==> config.mk <==
export PLATFORM = sky130hd
export DESIGN_NAME = mode_counter_flat
export DESIGN_NICKNAME = d
export VERILOG_FILES = /design/src/rtl/mc_pkg.sv /design/src/rtl/mode_counter_if.sv /design/src/rtl/mc_digit.sv /design/src/rtl/mode_counter.sv /design/src/flat_wrapper.sv
export SDC_FILE = /design/constraint.sdc
export NUM_CORES = 1
export LEC_CHECK = 0
export BUFFER_PORTS_ARGS = -buffer_cell sky130_fd_sc_hd__buf_2
export CAP_MARGIN = 20
export CORE_AREA = 5 5 72 74
export CTS_CLUSTER_DIAMETER = 80
export DETAILED_ROUTE_END_ITERATION = 12
export DIE_AREA = 0 0 77 79
export PLACE_DENSITY = 0.79
export SLEW_MARGIN = 5
export SYNTH_ARGS = -nofsm -noshare
export SYNTH_HDL_FRONTEND = slang
export SYNTH_SLANG_ARGS = --single-unit
export TNS_END_PERCENT = 20
==> constraint.sdc <==
create_clock -name mc_clk -period 1.8 [get_ports mc_clk]
set_input_delay 0.09 -clock mc_clk [delete_from_list [all_inputs] [get_ports mc_clk]]
set_output_delay 0.09 -clock mc_clk [all_outputs]
set_load 0.005 [all_outputs]
==> src/rtl/mc_pkg.sv <==
// Shared constants for the mode counter: mode/direction encodings and per-mode digit limits.
package mc_pkg;

    localparam logic MODE_HEX = 1'b0;
    localparam logic MODE_BCD = 1'b1;

    localparam logic DIR_UP = 1'b0;
    localparam logic DIR_DN = 1'b1;

    localparam logic [3:0] DIGIT_MAX_HEX = 4'hF;
    localparam logic [3:0] DIGIT_MAX_BCD = 4'h9;

    // Highest legal digit value for the given mode.
    function automatic logic [3:0] digit_max(input logic mode);
        return (mode == MODE_BCD) ? DIGIT_MAX_BCD : DIGIT_MAX_HEX;
    endfunction

endpackage

==> src/rtl/mode_counter_if.sv <==
// Control/data bundle between the counter and its driver (master) and the counter itself (slave).
interface mode_counter_if #(
    parameter int DIGITS = 2
);
    logic                  mc_en;
    logic                  mc_mode;
    logic                  mc_dir;
    logic                  mc_load;
    logic [4*DIGITS-1:0]   mc_load_val;
    logic [4*DIGITS-1:0]   mc_count;
    logic                  mc_wrap;
    logic                  mc_load_err;

    modport master (
        output mc_en, mc_mode, mc_dir, mc_load, mc_load_val,
        input  mc_count, mc_wrap, mc_load_err
    );

    modport slave (
        input  mc_en, mc_mode, mc_dir, mc_load, mc_load_val,
        output mc_count, mc_wrap, mc_load_err
    );
endinterface

==> src/rtl/mc_digit.sv <==
// Single 4-bit counter digit: hex or BCD, up or down, with parallel load and clear.
module mc_digit
    import mc_pkg::*;
(
    input  logic       clk,
    input  logic       rst,
    input  logic       step,
    input  logic       dir,
    input  logic       mode,
    input  logic       load,
    input  logic       clr,
    input  logic [3:0] load_digit,
    output logic [3:0] digit,
    output logic       term,
    output logic       ill
);

    logic [3:0] dmax;

    assign dmax = digit_max(mode);

    // Terminal means this digit will roll over on its next step, which lets the next digit move.
    assign term = (dir == DIR_UP) ? (digit == dmax) : (digit == 4'd0);

    // Out-of-range BCD digits are rejected on load so the count never holds an illegal digit.
    assign ill = load && (mode == MODE_BCD) && (load_digit > DIGIT_MAX_BCD);

    // Digit register: reset > load > clear > step.
    always_ff @(posedge clk) begin
        if (rst) begin
            digit <= 4'd0;
        end else if (load) begin
            digit <= ill ? 4'd0 : load_digit;
        end else if (clr) begin
            digit <= 4'd0;
        end else if (step) begin
            if (term) begin
                digit <= (dir == DIR_UP) ? 4'd0 : dmax;
            end else begin
                digit <= (dir == DIR_UP) ? digit + 4'd1 : digit - 4'd1;
            end
        end
    end

endmodule

==> src/rtl/mode_counter.sv <==
// Multi-digit hex/BCD up/down counter with prescaler, parallel load, wrap and load-error pulses.
module mode_counter
    import mc_pkg::*;
#(
    parameter int DIGITS   = 2,
    parameter int PRESCALE = 1,
    parameter int PS_W     = 27
) (
    input  logic           mc_clk,
    input  logic           mc_rst,
    mode_counter_if.slave  bus
);

    logic                mode_q;
    logic [PS_W-1:0]     ps;
    logic                tick;
    logic                mode_chg;
    logic                eff_mode;
    logic                wrap_q;
    logic                err_q;
    logic [DIGITS-1:0]   step;
    logic [DIGITS-1:0]   term;
    logic [DIGITS-1:0]   ill;
    logic [4*DIGITS-1:0] count_d;

    assign tick     = bus.mc_en && (ps == PS_W'(PRESCALE - 1));
    assign mode_chg = (bus.mc_mode != mode_q);

    // A load is judged against the incoming mode; counting always uses the registered mode.
    assign eff_mode = bus.mc_load ? bus.mc_mode : mode_q;

    // Ripple the step up the digits: a digit moves only when all lower digits are terminal.
    assign step[0] = tick;
    for (genvar g = 1; g < DIGITS; g++) begin : g_carry
        assign step[g] = step[g-1] & term[g-1];
    end

    for (genvar g = 0; g < DIGITS; g++) begin : g_digit
        mc_digit u_digit (
            .clk        (mc_clk),
            .rst        (mc_rst),
            .step       (step[g]),
            .dir        (bus.mc_dir),
            .mode       (eff_mode),
            .load       (bus.mc_load),
            .clr        (mode_chg),
            .load_digit (bus.mc_load_val[4*g +: 4]),
            .digit      (count_d[4*g +: 4]),
            .term       (term[g]),
            .ill        (ill[g])
        );
    end

    // Prescaler: free-runs while enabled, restarts on tick, load or mode change.
    always_ff @(posedge mc_clk) begin
        if (mc_rst) begin
            ps <= '0;
        end else if (bus.mc_load || mode_chg) begin
            ps <= '0;
        end else if (bus.mc_en) begin
            ps <= tick ? '0 : ps + PS_W'(1);
        end
    end

    // Registered mode copy, used to detect runtime mode switches.
    always_ff @(posedge mc_clk) begin
        mode_q <= bus.mc_mode;
    end

    // One-cycle wrap and load-error pulses aligned with the count they describe.
    always_ff @(posedge mc_clk) begin
        if (mc_rst) begin
            wrap_q <= 1'b0;
            err_q  <= 1'b0;
        end else begin
            wrap_q <= tick && (&term) && !bus.mc_load && !mode_chg;
            err_q  <= bus.mc_load && (|ill);
        end
    end

    assign bus.mc_count    = count_d;
    assign bus.mc_wrap     = wrap_q;
    assign bus.mc_load_err = err_q;

endmodule

==> src/flat_wrapper.sv <==
// flat-port wrapper written by rule: the top's interface ports become plain ports
module mode_counter_flat import mc_pkg::*;
#(
    parameter int DIGITS   = 2,
    parameter int PRESCALE = 1,
    parameter int PS_W     = 27
)
  (mc_clk, mc_rst, bus_mc_en, bus_mc_mode, bus_mc_dir, bus_mc_load, bus_mc_load_val, bus_mc_count, bus_mc_wrap, bus_mc_load_err);
  mode_counter_if #(.DIGITS(DIGITS)) bus_i ();
  input  logic mc_clk;
  input  logic mc_rst;
  input wire logic [$bits(bus_i.mc_en)-1:0] bus_mc_en;
  input wire logic [$bits(bus_i.mc_mode)-1:0] bus_mc_mode;
  input wire logic [$bits(bus_i.mc_dir)-1:0] bus_mc_dir;
  input wire logic [$bits(bus_i.mc_load)-1:0] bus_mc_load;
  input wire logic [$bits(bus_i.mc_load_val)-1:0] bus_mc_load_val;
  output wire logic [$bits(bus_i.mc_count)-1:0] bus_mc_count;
  output wire logic [$bits(bus_i.mc_wrap)-1:0] bus_mc_wrap;
  output wire logic [$bits(bus_i.mc_load_err)-1:0] bus_mc_load_err;
  assign bus_i.mc_en = bus_mc_en;
  assign bus_i.mc_mode = bus_mc_mode;
  assign bus_i.mc_dir = bus_mc_dir;
  assign bus_i.mc_load = bus_mc_load;
  assign bus_i.mc_load_val = bus_mc_load_val;
  assign bus_mc_count = bus_i.mc_count;
  assign bus_mc_wrap = bus_i.mc_wrap;
  assign bus_mc_load_err = bus_i.mc_load_err;
  mode_counter #(.DIGITS(DIGITS), .PRESCALE(PRESCALE), .PS_W(PS_W)) u_core (.mc_clk(mc_clk), .mc_rst(mc_rst), .bus(bus_i));
endmodule
==> results.yml <==
outcome:
  status: "completed"
synthesis:
  synth_top_area_share_pct: 33.91
  ys_top_cells_by_count: "38 x dfxtp_1, 38 x nor2_1, 23 x nand2_1, 22 x xnor2_1"
  syn-num-nets: 294
  yosysWarningCount: 0
  synthTopCellsByArea: "dfxtp_1 34%, xnor2_1 8.6%, nor2_1 6.4%"
  synth.avg_cell_area_um2: 8.248
  syn_area_mm2: 0.002243
  synth_ff_type: "dfxtp_1"
  yosysUniqueCellTypes: 47
  yosys.area.top_type: "dfxtp_1"
  async_flop_share_pct: 0
  synth-seq-area-share_pct: 33.91
  ys_seq_elements: 38
  synthCells: 272
  synth_enable_flop_cells: 0
route:
  drcViolationCount: 0
  drtAntennaViolNets: 0
  wl_per_cell_um: 14.37
  dr.pass1.iters: 4
  wl_um: 5345
  vias: 2095
  drt_iter0_drc: 130
  vias_per_cell: 5.632
final_layout:
  fin_cells: 372
  drive_gt1_share_pct: 28.62
  n_antenna_cell: 0
  final_core_util_pct: 62.32
  fillers: 376
  area_delta_synth_final_pct: 25.99
  nets: 340
  design_area_mm2: 0.002826
clocking:
  cts_buffers: 5
  htreeDepth: 2
  cts_tree: "yes"
  clockBufferDepth: 2
  insertion_delay_ns: 0.29
  clk_pin_slew_ns: 0.07
  clock_sinks: 38
  root_buffer: "clkbuf_8"
critical_path:
  path_cells: "ha_4, a21o_1, a21o_1, a211o_1, a221o_1, a221oi_2"
  rr_worst_depth: 6
  cp_max_fo: 4
  crit_path_frequent_cell: "a21o_1"
  slowest_stage: "dfxtp_4"
  critPathBufInv: 0
  arrival_ns: 1.99
  end_kind: "register"
  required_ns: 2.00
  cp-start-kind: "register"
  crit_type: "reg -> reg"
  ff2ff_setup_slack_ns: 0.01
  r2r-end: "u_core.g_digit[0].u_digit.digit[3]$_SDFFE_PP0P_"
  slowest_delay_ns: 0.37
  path_delay_family: "compound AO/OA/AOI/OAI gates"
  r2r_start: "u_core.g_digit[0].u_digit.digit[1]$_SDFFE_PP0P_"
global_routing:
  use_met2_pct: 31.15
  antenna_found_initial: 0
  grt_remaining_overflow: 0
  gr-usage-all-layers_pct: 17.89
  grt_pass1_wl_um: 9059
  grt_start_max_net_pins: 26
  grt_use_met3_pct: 4.535
  grt_pass1_vias: 2103
  grtUsageMet1_pct: 20.87
  grt_busiest_layer: "met2"
sta:
  final.min_clock_period_ns: 1.790
  skew_ns: 0.004359
  rsz0062_at_grt: "true"
  fin_crit_sh_pct: 99.44
  tightest_slew_ns: 0.3662
  finalMaxSlewViolations: 0
  fin_tns_setup_ns: 0
  hold_viol_final: 0
  fmax_mhz: 558.7
  worst_slack_ns: 0.01016
  setup_violations: 0
  relSlewSlack_pct: 75.52
die:
  die_y_um: 79
  initial_core_util_pct: 49.46
  die_area_mm2: 0.006083
  fp.dieW_um: 77
  core_area_mm2: 0.004536
  num_io_pins: 24
  num_rows: 25
worst_hold_path:
  min_path_type: "in -> reg"
  holdCritStartpoint: "bus_mc_load_val[0]"
  whs_endpoint: "u_core.g_digit[0].u_digit.digit[0]$_SDFFE_PP0P_"
  hold_depth: 3
placed_design:
  place.detailed.hpwl_um: 3850
  placed_cell_area_mm2: 0.002561
  port_buffers: 23
  post-place-ws_ns: -0.1295
  placedCellCount: 361
  gp_congestion: 0.8868
pwr:
  irDropWorstVdd_mv: 0.3752
  power_density_mw_per_mm2: 644.2
  leakage_nw: 1.059
job:
  drv_cap: 0
==> flip-flops by register name (all words and copies together) (netlist names) <==
register                      count
u_core.g_digit.u_digit.digit      8
u_core.bus.mc_wrap                1
u_core.bus.mc_load_err            1
u_core.mode_q                     1
u_core.ps                        27
==> cell families after synthesis <==
family,after synthesis,share of synthesized area (%)
flip-flops,38,33.91
buffers and inverters,23,4.406
adder cells (fa/ha/maj),8,5.131
multiplexers,6,3.346
AND/OR/NAND/NOR,126,28.33
XOR/XNOR,30,11.71
AO/OA/AOI/OAI,41,13.16
==> stage by stage <==
| stage | hold slack, ns | total power, W |
|---|---|---|
| after floorplan | 0.1177 | 0.001102 |
| after global placement | 0.2978 | 0.001218 |
| after detailed placement | 0.2995 | 0.001226 |
| after CTS | 0.05124 | 0.001799 |
| after global routing | 0.07002 | 0.001919 |
| final | 0.05510 | 0.001821 |
==> layout make-up <==
| type | instances | area (µm²) | share of cell area, % |
|---|---|---|---|
| Clock buffer | 5 | 68.82 | 2.435 |
| Sequential cell | 38 | 769.5 | 27.22 |
| Tap cell | 54 | 67.56 | 2.390 |
| Timing Repair Buffer | 50 | 332.8 | 11.78 |
| Multi-Input combinational cell | 211 | 1533 | 54.23 |
| Clock inverter | 2 | 10.01 | 0.3541 |
| Inverter | 12 | 45.04 | 1.594 |
==> how the worst max path moves through the flow <==
stage / slack, ns / end / startpoint / depth (start not counted)
finish: 0.01 / u_core.g_digit[0].u_digit.digit[3]$_SDFFE_PP0P_ / u_core.g_digit[0].u_digit.digit[1]$_SDFFE_PP0P_ / 6
global route: -0.09 / u_core.g_digit[1].u_digit.digit[1]$_SDFFE_PP0P_ / u_core.ps[0]$_SDFFE_PP0P_ / 7
CTS: -0.06 / u_core.g_digit[0].u_digit.digit[3]$_SDFFE_PP0P_ / u_core.ps[0]$_SDFFE_PP0P_ / 7
detailed placement: -0.13 / u_core.g_digit[0].u_digit.digit[3]$_SDFFE_PP0P_ / u_core.ps[0]$_SDFFE_PP0P_ / 7
global placement: -0.002 / u_core.g_digit[1].u_digit.digit[2]$_SDFFE_PP0P_ / u_core.g_digit[0].u_digit.digit[0]$_SDFFE_PP0P_ / 5
floorplan: 0.003 / u_core.g_digit[0].u_digit.digit[3]$_SDFFE_PP0P_ / u_core.g_digit[0].u_digit.digit[1]$_SDFFE_PP0P_ / 6
==> report_power, final <==
group | leakage, nW | switching [W] | internal [W]
clock | 0.0438 | 0.000305 | 0.000260
combinational | 0.705 | 0.000182 | 0.000188
sequential | 0.311 | 0.0000262 | 0.000860
==> worst min-delay path: stages <==
cell and delay [ns]:
buf_2 0.09, nand2_1 0.05, a221oi_1 0.06
==> layout by cell type, fill, tap and decap left out, types with 8 or more instances in the layout <==
| cell | count |
|---|---|
| nand4_1 | 8 |
| nand2_1 | 23 |
| nand3_1 | 11 |
| buf_2 | 23 |
| buf_4 | 25 |
| dfxtp_1 | 33 |
| inv_1 | 10 |
| xor2_1 | 8 |
| xnor2_1 | 22 |
| nor2_1 | 37 |
| nor3_1 | 9 |
==> per-layer routing <==
layer / wire length (µm) / vias up
met5: 0 / -
met2: 2653 / 37
met3: 185 / 6
met4: 78 / 0
met1: 2428 / 996
li1: - / 1056
==> repair_timing <==
item,CTS,global route
buffers inserted,1,2
setup endpoints to repair,31,34
pin swaps,6,9
hold buffers,1,0
endpoints found under the hold margin,1,0
gates resized for setup,7,27
Power figures use the tool's default switching activity.
